## config.mk

```make
export PLATFORM = sky130hd
export DESIGN_NAME = barrel_shifter_pipe
export DESIGN_NICKNAME = d
export VERILOG_FILES = /design/src/rtl/barrel_shifter_pipe.sv
export SDC_FILE = /design/constraint.sdc
export NUM_CORES = 1
export LEC_CHECK = 0
export ABC_AREA = 1
export ABC_CLOCK_PERIOD_IN_PS = 10500
export BUFFER_PORTS_ARGS = -buffer_cell sky130_fd_sc_hd__buf_2
export CAP_MARGIN = 20
export CORE_MARGIN = 4
export CORE_UTILIZATION = 40
export CTS_CLUSTER_SIZE = 8
export DETAILED_ROUTE_END_ITERATION = 7
export PLACE_DENSITY_LB_ADDON = 0.2
export SKIP_LAST_GASP = 1
export SYNTH_ARGS = -nofsm -noshare
export SYNTH_HDL_FRONTEND = slang
export SYNTH_SLANG_ARGS = --single-unit
```

## constraint.sdc

```tcl
create_clock -name clk -period 10.5 [get_ports clk]
set_clock_uncertainty 0.05 [all_clocks]
set_input_delay 3.15 -clock clk [delete_from_list [all_inputs] [get_ports clk]]
set_output_delay 3.15 -clock clk [all_outputs]
set_load 0.03 [all_outputs]
```

## src/rtl/barrel_shifter_pipe.sv

```systemverilog
`timescale 1ns/1ps
// Pipelined barrel shifter/rotator: one registered stage per amount bit,
// valid/ready handshake with full backpressure, sideband tag pass-through.
module barrel_shifter_pipe #(
  parameter int WIDTH = 32,
  parameter int TAG_W = 4,
  localparam int AW = $clog2(WIDTH)
) (
  input  logic             clk,
  input  logic             reset_n,
  input  logic             in_valid,
  output logic             in_ready,
  input  logic [WIDTH-1:0] in_data,
  input  logic [AW-1:0]    in_amt,
  input  logic             in_lr,
  input  logic [1:0]       in_mode,
  input  logic [TAG_W-1:0] in_tag,
  output logic             out_valid,
  input  logic             out_ready,
  output logic [WIDTH-1:0] out_data,
  output logic [TAG_W-1:0] out_tag,
  output logic             out_zero
);

  typedef struct packed {
    logic             valid;
    logic [WIDTH-1:0] data;
    logic [AW-1:0]    amt;   // remaining amount bits, LSB applies at this stage
    logic             lr;
    logic [1:0]       mode;
    logic             fill;
    logic [TAG_W-1:0] tag;
  } stage_t;

  stage_t st  [AW];
  stage_t nxt [AW];
  stage_t head;
  logic   en;
  logic   zero_q;

  // Shift/rotate d by s positions; only mode 10 rotates, fill only matters going right.
  function automatic logic [WIDTH-1:0] shift_step(input logic [WIDTH-1:0] d, input logic lr,
                                                  input logic [1:0] mode, input logic fill,
                                                  input int unsigned s);
    logic [WIDTH-1:0] ones;
    logic [WIDTH-1:0] r;
    ones = '1;
    if (mode == 2'b10)
      r = lr ? ((d >> s) | (d << (WIDTH - s))) : ((d << s) | (d >> (WIDTH - s)));
    else if (lr)
      r = (d >> s) | (fill ? ~(ones >> s) : '0);
    else
      r = d << s;
    return r;
  endfunction

  // One pipeline step: apply 2^k when the current amount LSB is set, then retire that bit.
  function automatic stage_t step(input stage_t s, input int unsigned k);
    stage_t r;
    r = s;
    if (s.amt[0])
      r.data = shift_step(s.data, s.lr, s.mode, s.fill, 32'd1 << k);
    r.amt = s.amt >> 1;
    return r;
  endfunction

  assign en        = !st[AW-1].valid || out_ready;
  assign in_ready  = en;
  assign out_valid = st[AW-1].valid;
  assign out_data  = st[AW-1].data;
  assign out_tag   = st[AW-1].tag;
  assign out_zero  = zero_q;

  // Capture the incoming beat; the fill bit is fixed here for the whole trip.
  always_comb begin
    head       = '0;
    head.valid = in_valid;
    head.data  = in_data;
    head.amt   = in_amt;
    head.lr    = in_lr;
    head.mode  = in_mode;
    head.fill  = (in_mode == 2'b01) && in_lr && in_data[WIDTH-1];
    head.tag   = in_tag;
  end

  // Next value of every stage, bubbles included.
  always_comb begin
    nxt[0] = step(head, 0);
    for (int unsigned k = 1; k < AW; k++)
      nxt[k] = step(st[k-1], k);
  end

  // Stage registers advance together under the global enable; reset flushes everything.
  always_ff @(posedge clk) begin
    if (!reset_n) begin
      for (int unsigned k = 0; k < AW; k++)
        st[k] <= '0;
      zero_q <= 1'b0;
    end else if (en) begin
      for (int unsigned k = 0; k < AW; k++)
        st[k] <= nxt[k];
      zero_q <= (nxt[AW-1].data == '0);
    end
  end

endmodule

```

==> results of run 1 <==
-- cell usage in the layout, fill, tap and decap left out, types with 2 or more instances in the layout --
cell type	n
sky130_fd_sc_hd__a21oi_1	13
sky130_fd_sc_hd__a31oi_1	130
sky130_fd_sc_hd__buf_2	86
sky130_fd_sc_hd__buf_4	12
sky130_fd_sc_hd__clkbuf_1	11
sky130_fd_sc_hd__clkbuf_16	30
sky130_fd_sc_hd__clkinv_1	2
sky130_fd_sc_hd__edfxtp_1	211
sky130_fd_sc_hd__inv_1	68
sky130_fd_sc_hd__inv_2	2
sky130_fd_sc_hd__nand2_1	352
sky130_fd_sc_hd__nand2_2	5
sky130_fd_sc_hd__nand3_1	39
sky130_fd_sc_hd__nor2_1	92
sky130_fd_sc_hd__o21ai_0	130
sky130_fd_sc_hd__o22ai_1	3
sky130_fd_sc_hd__or2_1	13
-- power groups by stage --
stage	Clock [mW]	Sequential, mW	Combinational (mW)
floorplan	0	1.04	0.161
global placement	0	1.05	0.196
detailed placement	0	1.05	0.197
CTS	0.891	1.04	0.198
global route	0.924	1.04	0.224
finish	0.864	1.04	0.196
-- layer usage --
layer  GRT usage [%]  vias to the layer above  routed length, µm
met5               0                        -                  0
met4            3.69                        0                442
met3            2.47                       37               1000
met2            23.1                      186              10200
met1            18.4                     3612               9790
li1                -                     4086                  -
-- worst max path at each step --
stage,startpoint,end,slack (ns),cells past startpoint
3_5_place_dp,out_ready,in_ready,3.77,4
5_1_grt,out_ready,in_ready,3.75,4
3_3_place_gp,out_ready,in_ready,3.76,4
4_1_cts,out_ready,in_ready,3.77,4
2_1_floorplan,out_ready,st[0][0]$_SDFFCE_PN0P_,1.92,4
6_report,out_ready,in_ready,3.77,4
-- critical path, stage by stage --
cell	delay, ns
sky130_fd_sc_hd__buf_2	0.10
sky130_fd_sc_hd__inv_1	0.05
sky130_fd_sc_hd__nand2_2	0.06
sky130_fd_sc_hd__buf_2	0.18
-- sequential cells by signal (all words and copies together) (netlist names) --
signal    flops
out_zero      1
st          211
-- through the flow --
step	worst slack, ns	instance area, µm²	instances	utilization (%)
6_report	3.77	12000	1551	44.7
3_5_place_dp	3.77	11200	1508	41.6
2_1_floorplan	1.92	10900	1194	-
4_1_cts	3.77	12000	1551	44.7
3_3_place_gp	3.76	11200	1508	41.6
5_1_grt	3.75	12000	1551	44.7
-- kinds of logic (layout without fill, tap and decap cells) --
family	Yosys count	in the layout	synth area share, %
flip-flops	212	212	58.5
AO/OA/AOI/OAI	277	277	14.3
buffers and inverters	198	214	8.76
AND/OR/NAND/NOR	507	507	18.5
-- layout make-up --
cell class,instances,area share [%]
well taps,341,3.55
multi-input cells,784,29.8
clock buffers,41,6.60
repair buffers,99,4.50
clock inverters,2,0.386
inverters,72,2.25
flip-flops and latches,212,52.9
==> impl_summary.log, run 1 <==
INFO  metric synthesis.yosys.warnings = 0
INFO  metric worstPathArrival = 3.53 ns
INFO  metric reg2reg_from = st[0][224]$_SDFFCE_PN0P_
INFO  metric min_delay_path_depth = 2
INFO  metric multiInputGateArea = 3570 µm²
INFO  metric routedWlPerCell = 13.8 µm
INFO  metric final-max-slew-violation-count = 0
INFO  metric clk-insertion-delay-late = 0.54 ns
INFO  metric vias = 7921
INFO  metric synth_top_area_share = ~60%
INFO  metric synth_enable_flop_cells = 211
INFO  metric cts_buffer_depth = 3
INFO  metric floorplan.rows = 60
INFO  metric layout_worst_path_cycle_share = 64.1%
INFO  metric critical_path_peak_fanout = 3
INFO  metric drt-vias-per-instance = 5.11
INFO  metric drt.antenna.violating_nets = 0
INFO  metric grt_first_pass_wirelength = 35200 µm
INFO  metric via_count_of_the_first_global_routing_pass = 6971
INFO  metric io_buffer_count = 86
INFO  metric post-synth-top-area-cell = sky130_fd_sc_hd__edfxtp_1
INFO  metric timing.critical_path.to_type = output port
INFO  metric die_w = 173 µm
INFO  metric diodes = 0
INFO  metric power-per-cell-area = 175 nW/µm²
INFO  metric setup_viol = 0
INFO  metric clkSinkCount = between 200 and 250
INFO  metric unrepaired_setup_endpoints_after_global_routing = false
INFO  metric ys_ff_latch = approximately 210
INFO  metric cts_post_setup_buffers_inserted = 0
INFO  metric synth_top_cells_by_area = sky130_fd_sc_hd__edfxtp_1 (58%), sky130_fd_sc_hd__nand2_1 (12%), sky130_fd_sc_hd__a31oi_1 (7.5%), sky130_fd_sc_hd__o21ai_0 (6.0%), sky130_fd_sc_hd__nor2_1 (3.2%)
INFO  metric cts-resized-gates = 0
INFO  metric max_freq = 149 MHz
INFO  metric die_h = between 150 and 200 µm
INFO  metric die-area = 29900 µm²
INFO  metric mappedNetlistNets = about 1200
INFO  metric fin_nets = 1247
INFO  metric total_switching_power = around 0.5 mW
INFO  metric critical_path.reg2reg.endpoint = st[0][152]$_SDFFCE_PN0P_
INFO  metric grt_start_max_net_pins = 180
INFO  metric synth_area = between 10000 and 15000 µm²
INFO  metric timing.max_slew.rel_slack = 29.6%
INFO  metric clock-root-buffer = sky130_fd_sc_hd__clkbuf_16
INFO  metric ir_worst_vdd = 111 µV
INFO  metric max_cap_violations = 0
INFO  metric synth.cells.most_frequent = sky130_fd_sc_hd__nand2_1 (354), sky130_fd_sc_hd__edfxtp_1 (211), sky130_fd_sc_hd__a31oi_1 (130), sky130_fd_sc_hd__o21ai_0 (130), sky130_fd_sc_hd__nor2_1 (92)
INFO  metric gpl.final_weighted_congestion = 0.853
INFO  metric total_leakage_power = between 4 and 5 nW
INFO  metric min-delay-start = out_zero$_SDFFE_PN0P_
INFO  metric grt_antenna_before_repair = 0
INFO  metric post_synth_num_cell_types = 26
INFO  metric power.internal = 1.60 mW
INFO  metric design.portCount = 87
INFO  metric hold_end = out_zero$_SDFFE_PN0P_
INFO  metric seqCellArea = around 6400 µm²
INFO  metric rr_worst_depth = 7
INFO  metric outcome = completed
INFO  metric clk_pin_slew_worst_paths = around 0.05 ns
INFO  metric p_total = 2.10 mW
INFO  metric fillCellCount = 2588
INFO  metric drive_above_1_share = 11.6%
INFO  metric worst_slew_pin_slew = 1.06 ns
INFO  metric core_region_area = 26900 µm²
INFO  metric route.final.wire_length = 21400 µm
INFO  metric final_hold_viol_count = 0
INFO  metric min_path_type = register to register
INFO  metric global_route.overflow_total = 0
INFO  metric netSwitchingFraction = between 20% and 30%
INFO  metric post_synth_inst_count = 1194
INFO  metric clkPwrFrac = 41.2%
INFO  metric cts_made_buffers = 30
INFO  metric post-route-drc-count = 0
INFO  metric start_kind = input port
INFO  metric syn_avg_cell_area = 9.11 µm²
INFO  metric initial_utilization = 40.5%
INFO  metric power_frac_comb = 9.4%
INFO  metric sequentialPowerShare = between 40 and 50%
INFO  metric period_minus_slack = 6.73 ns
INFO  metric cts_tree = yes
INFO  metric global_route.usage.total = between 10% and 20%
INFO  metric place_hpwl = about 14000 µm
INFO  metric worst-r2r-setup-slack = 7.96 ns
INFO  metric drt_iter0_drc = 513
INFO  metric proportion_of_synthesized_chip_area_in_sequential_cells = 58.5%
INFO  metric data_required_time_of_the_critical_path = 7.30 ns
INFO  metric fin_worst_hold_slack = 0.417 ns
INFO  metric cts_hold_bufs = 0
INFO  metric synth-main-ff-cell = sky130_fd_sc_hd__edfxtp_1
INFO  metric layout-area-overhead-vs-synth = 10.4%
INFO  metric async_flop_share = 0%
INFO  metric detailed_router_iteration_count_before_antenna_repair = 5
INFO  metric totalNegativeSetupSlack = 0 ns
INFO  metric critical_path_class = input port to output port
INFO  metric yosys.cell_count.top_type = sky130_fd_sc_hd__nand2_1
INFO  metric total_number_of_h_tree_levels = 1
(Power assumes the default switching activity.)
==> run 2: changes to the inputs <==
--- a/config.mk
+++ b/config.mk
@@ -5,8 +5,8 @@
 export SDC_FILE = /design/constraint.sdc
 export NUM_CORES = 1
 export LEC_CHECK = 0
-export ABC_AREA = 1
-export ABC_CLOCK_PERIOD_IN_PS = 10500
+export ABC_AREA = 0
+export ABC_CLOCK_PERIOD_IN_PS = 6470
 export BUFFER_PORTS_ARGS = -buffer_cell sky130_fd_sc_hd__buf_2
 export CAP_MARGIN = 20
 export CORE_MARGIN = 4
==> constraint.sdc (replaced) <==
create_clock -name clk -period 6.47 [get_ports clk]
set_clock_uncertainty 0.05 [all_clocks]
set_input_delay 1.941 -clock clk [delete_from_list [all_inputs] [get_ports clk]]
set_output_delay 1.941 -clock clk [all_outputs]
set_load 0.03 [all_outputs]
==> impl_summary.log, run 2 <==
INFO  metric outcome = completed
INFO  metric multiInputGateArea = 4020 µm²
INFO  metric drt-vias-per-instance = 5.34
INFO  metric detailed_router_iteration_count_before_antenna_repair = 5
INFO  metric post_synth_num_cell_types = 44
INFO  metric synthesis.yosys.warnings = 0
INFO  metric start_kind = input port
INFO  metric die_w = 174 µm
INFO  metric async_flop_share = 0%
INFO  metric power_frac_comb = 8.9%
INFO  metric grt_antenna_before_repair = 0
INFO  metric fillCellCount = 2458
INFO  metric totalNegativeSetupSlack = 0 ns
INFO  metric drive_above_1_share = 14.4%
INFO  metric timing.max_slew.rel_slack = 32.0%
INFO  metric data_required_time_of_the_critical_path = 4.48 ns
INFO  metric worst_slew_pin_slew = 1.02 ns
INFO  metric routedWlPerCell = 16.1 µm
INFO  metric initial_utilization = 40.7%
INFO  metric area_after_dpl = 11300 µm²
INFO  metric critical_path_class = input port to output port
INFO  metric largest_reg_flops = 211
INFO  metric mappedNetlistNets = 1019
INFO  metric seqCellArea = 6360 µm²
INFO  metric synth_top_cells_by_area = sky130_fd_sc_hd__edfxtp_1 (58%), sky130_fd_sc_hd__mux2i_1 (10%), sky130_fd_sc_hd__a211oi_1 (7.2%), sky130_fd_sc_hd__nor2_1 (6.1%), sky130_fd_sc_hd__and3_1 (2.9%)
INFO  metric power.internal = roughly 2.6 mW
INFO  metric design.portCount = 87
INFO  metric cts-resized-gates = 0
INFO  metric place_inst = 1290
INFO  metric post_synth_inst_count = 971
INFO  metric drt_iter0_drc = 478
INFO  metric clock-root-buffer = sky130_fd_sc_hd__clkbuf_16
INFO  metric place_hpwl = 14400 µm
INFO  metric top_register = st
INFO  metric clkSinkCount = 212
INFO  metric clkPwrFrac = 41.8%
INFO  metric place_ws = 2.00 ns
INFO  metric cts_buffer_depth = 3
INFO  metric clk-insertion-delay-late = 0.55 ns
INFO  metric final_cell_mix = sky130_fd_sc_hd__edfxtp_1 (211), sky130_fd_sc_hd__nor2_1 (177), sky130_fd_sc_hd__mux2i_1 (115), sky130_fd_sc_hd__a211oi_1 (105), sky130_fd_sc_hd__buf_2 (86)
INFO  metric diodes = 0
INFO  metric critical_path_peak_fanout = 3
INFO  metric final-max-slew-violation-count = 0
INFO  metric synth-main-ff-cell = sky130_fd_sc_hd__edfxtp_1
INFO  metric synth_area = 11000 µm²
INFO  metric post_layout_nonfiller_instances = approximately 1300
INFO  metric cts_hold_bufs = 0
INFO  metric setup_viol = 0
INFO  metric route.final.wire_length = 21500 µm
INFO  metric post-synth-top-area-cell = sky130_fd_sc_hd__edfxtp_1
INFO  metric unrepaired_setup_endpoints_after_global_routing = false
INFO  metric final_critical_path_setup_slack = approximately 2.0 ns
INFO  metric post-route-drc-count = 0
INFO  metric vias = roughly 7100
INFO  metric timing.critical_path.to_type = output port
INFO  metric global_route.overflow_total = 0
INFO  metric global_route.usage.total = approximately 14%
INFO  metric proportion_of_synthesized_chip_area_in_sequential_cells = between 50% and 60%
INFO  metric layout.cells.most_common = sky130_fd_sc_hd__edfxtp_1
INFO  metric max_freq = approximately 220 MHz
INFO  metric gpl.final_weighted_congestion = 0.843
INFO  metric ir_worst_vdd = 197 µV
INFO  metric layout_worst_path_cycle_share = 69.0%
INFO  metric floorplan.rows = 60
INFO  metric total_number_of_h_tree_levels = 1
INFO  metric utilization = between 40% and 50%
INFO  metric post_layout_instance_area = 12200 µm²
INFO  metric netSwitchingFraction = 23.3%
INFO  metric grt_first_pass_wirelength = 35500 µm
INFO  metric die-area = 30100 µm²
INFO  metric io_buffer_count = 86
INFO  metric cts_post_setup_buffers_inserted = 0
INFO  metric layout-area-overhead-vs-synth = 11.2%
INFO  metric clk_pin_slew_worst_paths = 0.05 ns
INFO  metric sequentialPowerShare = 49.3%
INFO  metric ys_ff_latch = 212
INFO  metric max_cap_violations = 0
INFO  metric grt_start_max_net_pins = 143
INFO  metric drt.antenna.violating_nets = 0
INFO  metric final_hold_viol_count = 0
INFO  metric total_leakage_power = 4.75 nW
INFO  metric fin_nets = 1030
INFO  metric die_h = 174 µm
INFO  metric power-per-cell-area = 278 nW/µm²
INFO  metric cts_tree = yes
INFO  metric p_total = between 3 and 4 mW
INFO  metric cts_made_buffers = 30
INFO  metric synth_enable_flop_cells = 211
INFO  metric fin_worst_hold_slack = 0.498 ns
INFO  metric min_path_type = register to register
INFO  metric synth_top_area_share = 57.7%
INFO  metric syn_avg_cell_area = 11.3 µm²
INFO  metric via_count_of_the_first_global_routing_pass = roughly 6700
INFO  metric total_switching_power = 0.791 mW
INFO  metric yosys.cell_count.top_type = sky130_fd_sc_hd__edfxtp_1
INFO  metric synth.cells.most_frequent = sky130_fd_sc_hd__edfxtp_1 (211), sky130_fd_sc_hd__nor2_1 (177), sky130_fd_sc_hd__mux2i_1 (115)
INFO  metric period_minus_slack = 4.46 ns
INFO  metric core_region_area = 27000 µm²
INFO  metric worstPathArrival = 2.47 ns
## run 2: layout make-up
cell class              instances  area share (%)
inverters                       2          0.0615
multi-input cells             635            32.9
well taps                     341            3.50
clock inverters                 2           0.492
repair buffers                101            4.45
clock buffers                  40            6.46
flip-flops and latches        212            52.1
## run 2: final timing paths
kind,start,to,slack (ns),depth (start not counted)
worst min-delay path,st[0][46]$_SDFFCE_PN0P_,st[0][91]$_SDFFCE_PN0P_,0.50,1
worst max register to register,st[0][224]$_SDFFCE_PN0P_,st[0][65]$_SDFFCE_PN0P_,4.01,6
worst max-delay path,out_ready,in_ready,2.01,4
worst min register to register,st[0][46]$_SDFFCE_PN0P_,st[0][91]$_SDFFCE_PN0P_,0.50,1
## run 2: logic make-up (layout without fill, tap and decap cells)
kind of cell           Yosys count  count (layout)  share of synthesized area [%]
AO/OA/AOI/OAI                  200             200                           12.7
buffers and inverters          124             145                           5.67
flip-flops                     212             212                           57.9
multiplexers                   115             115                           10.5
AND/OR/NAND/NOR                320             320                           13.2
## run 2: routing by layer
metal	GRT usage, %	routed length, µm	up-vias
met3	2.42	905	40
met5	0	0	-
met1	18.6	9820	3287
met4	4.06	523	0
li1	-	-	3627
met2	23.4	10200	167
## run 2: worst max-delay path: stages
cell and delay [ns]:
sky130_fd_sc_hd__buf_2 0.11, sky130_fd_sc_hd__nor2b_4 0.20, sky130_fd_sc_hd__inv_2 0.05, sky130_fd_sc_hd__buf_2 0.17
## run 2: power by group through the flow
stage	Clock, mW	Sequential [mW]	Combinational [mW]
after CTS	1.46	1.67	0.306
after floorplan	0	1.67	0.249
final	1.42	1.67	0.302
after detailed placement	0	1.70	0.305
after global placement	0	1.69	0.300
after global routing	1.52	1.68	0.341
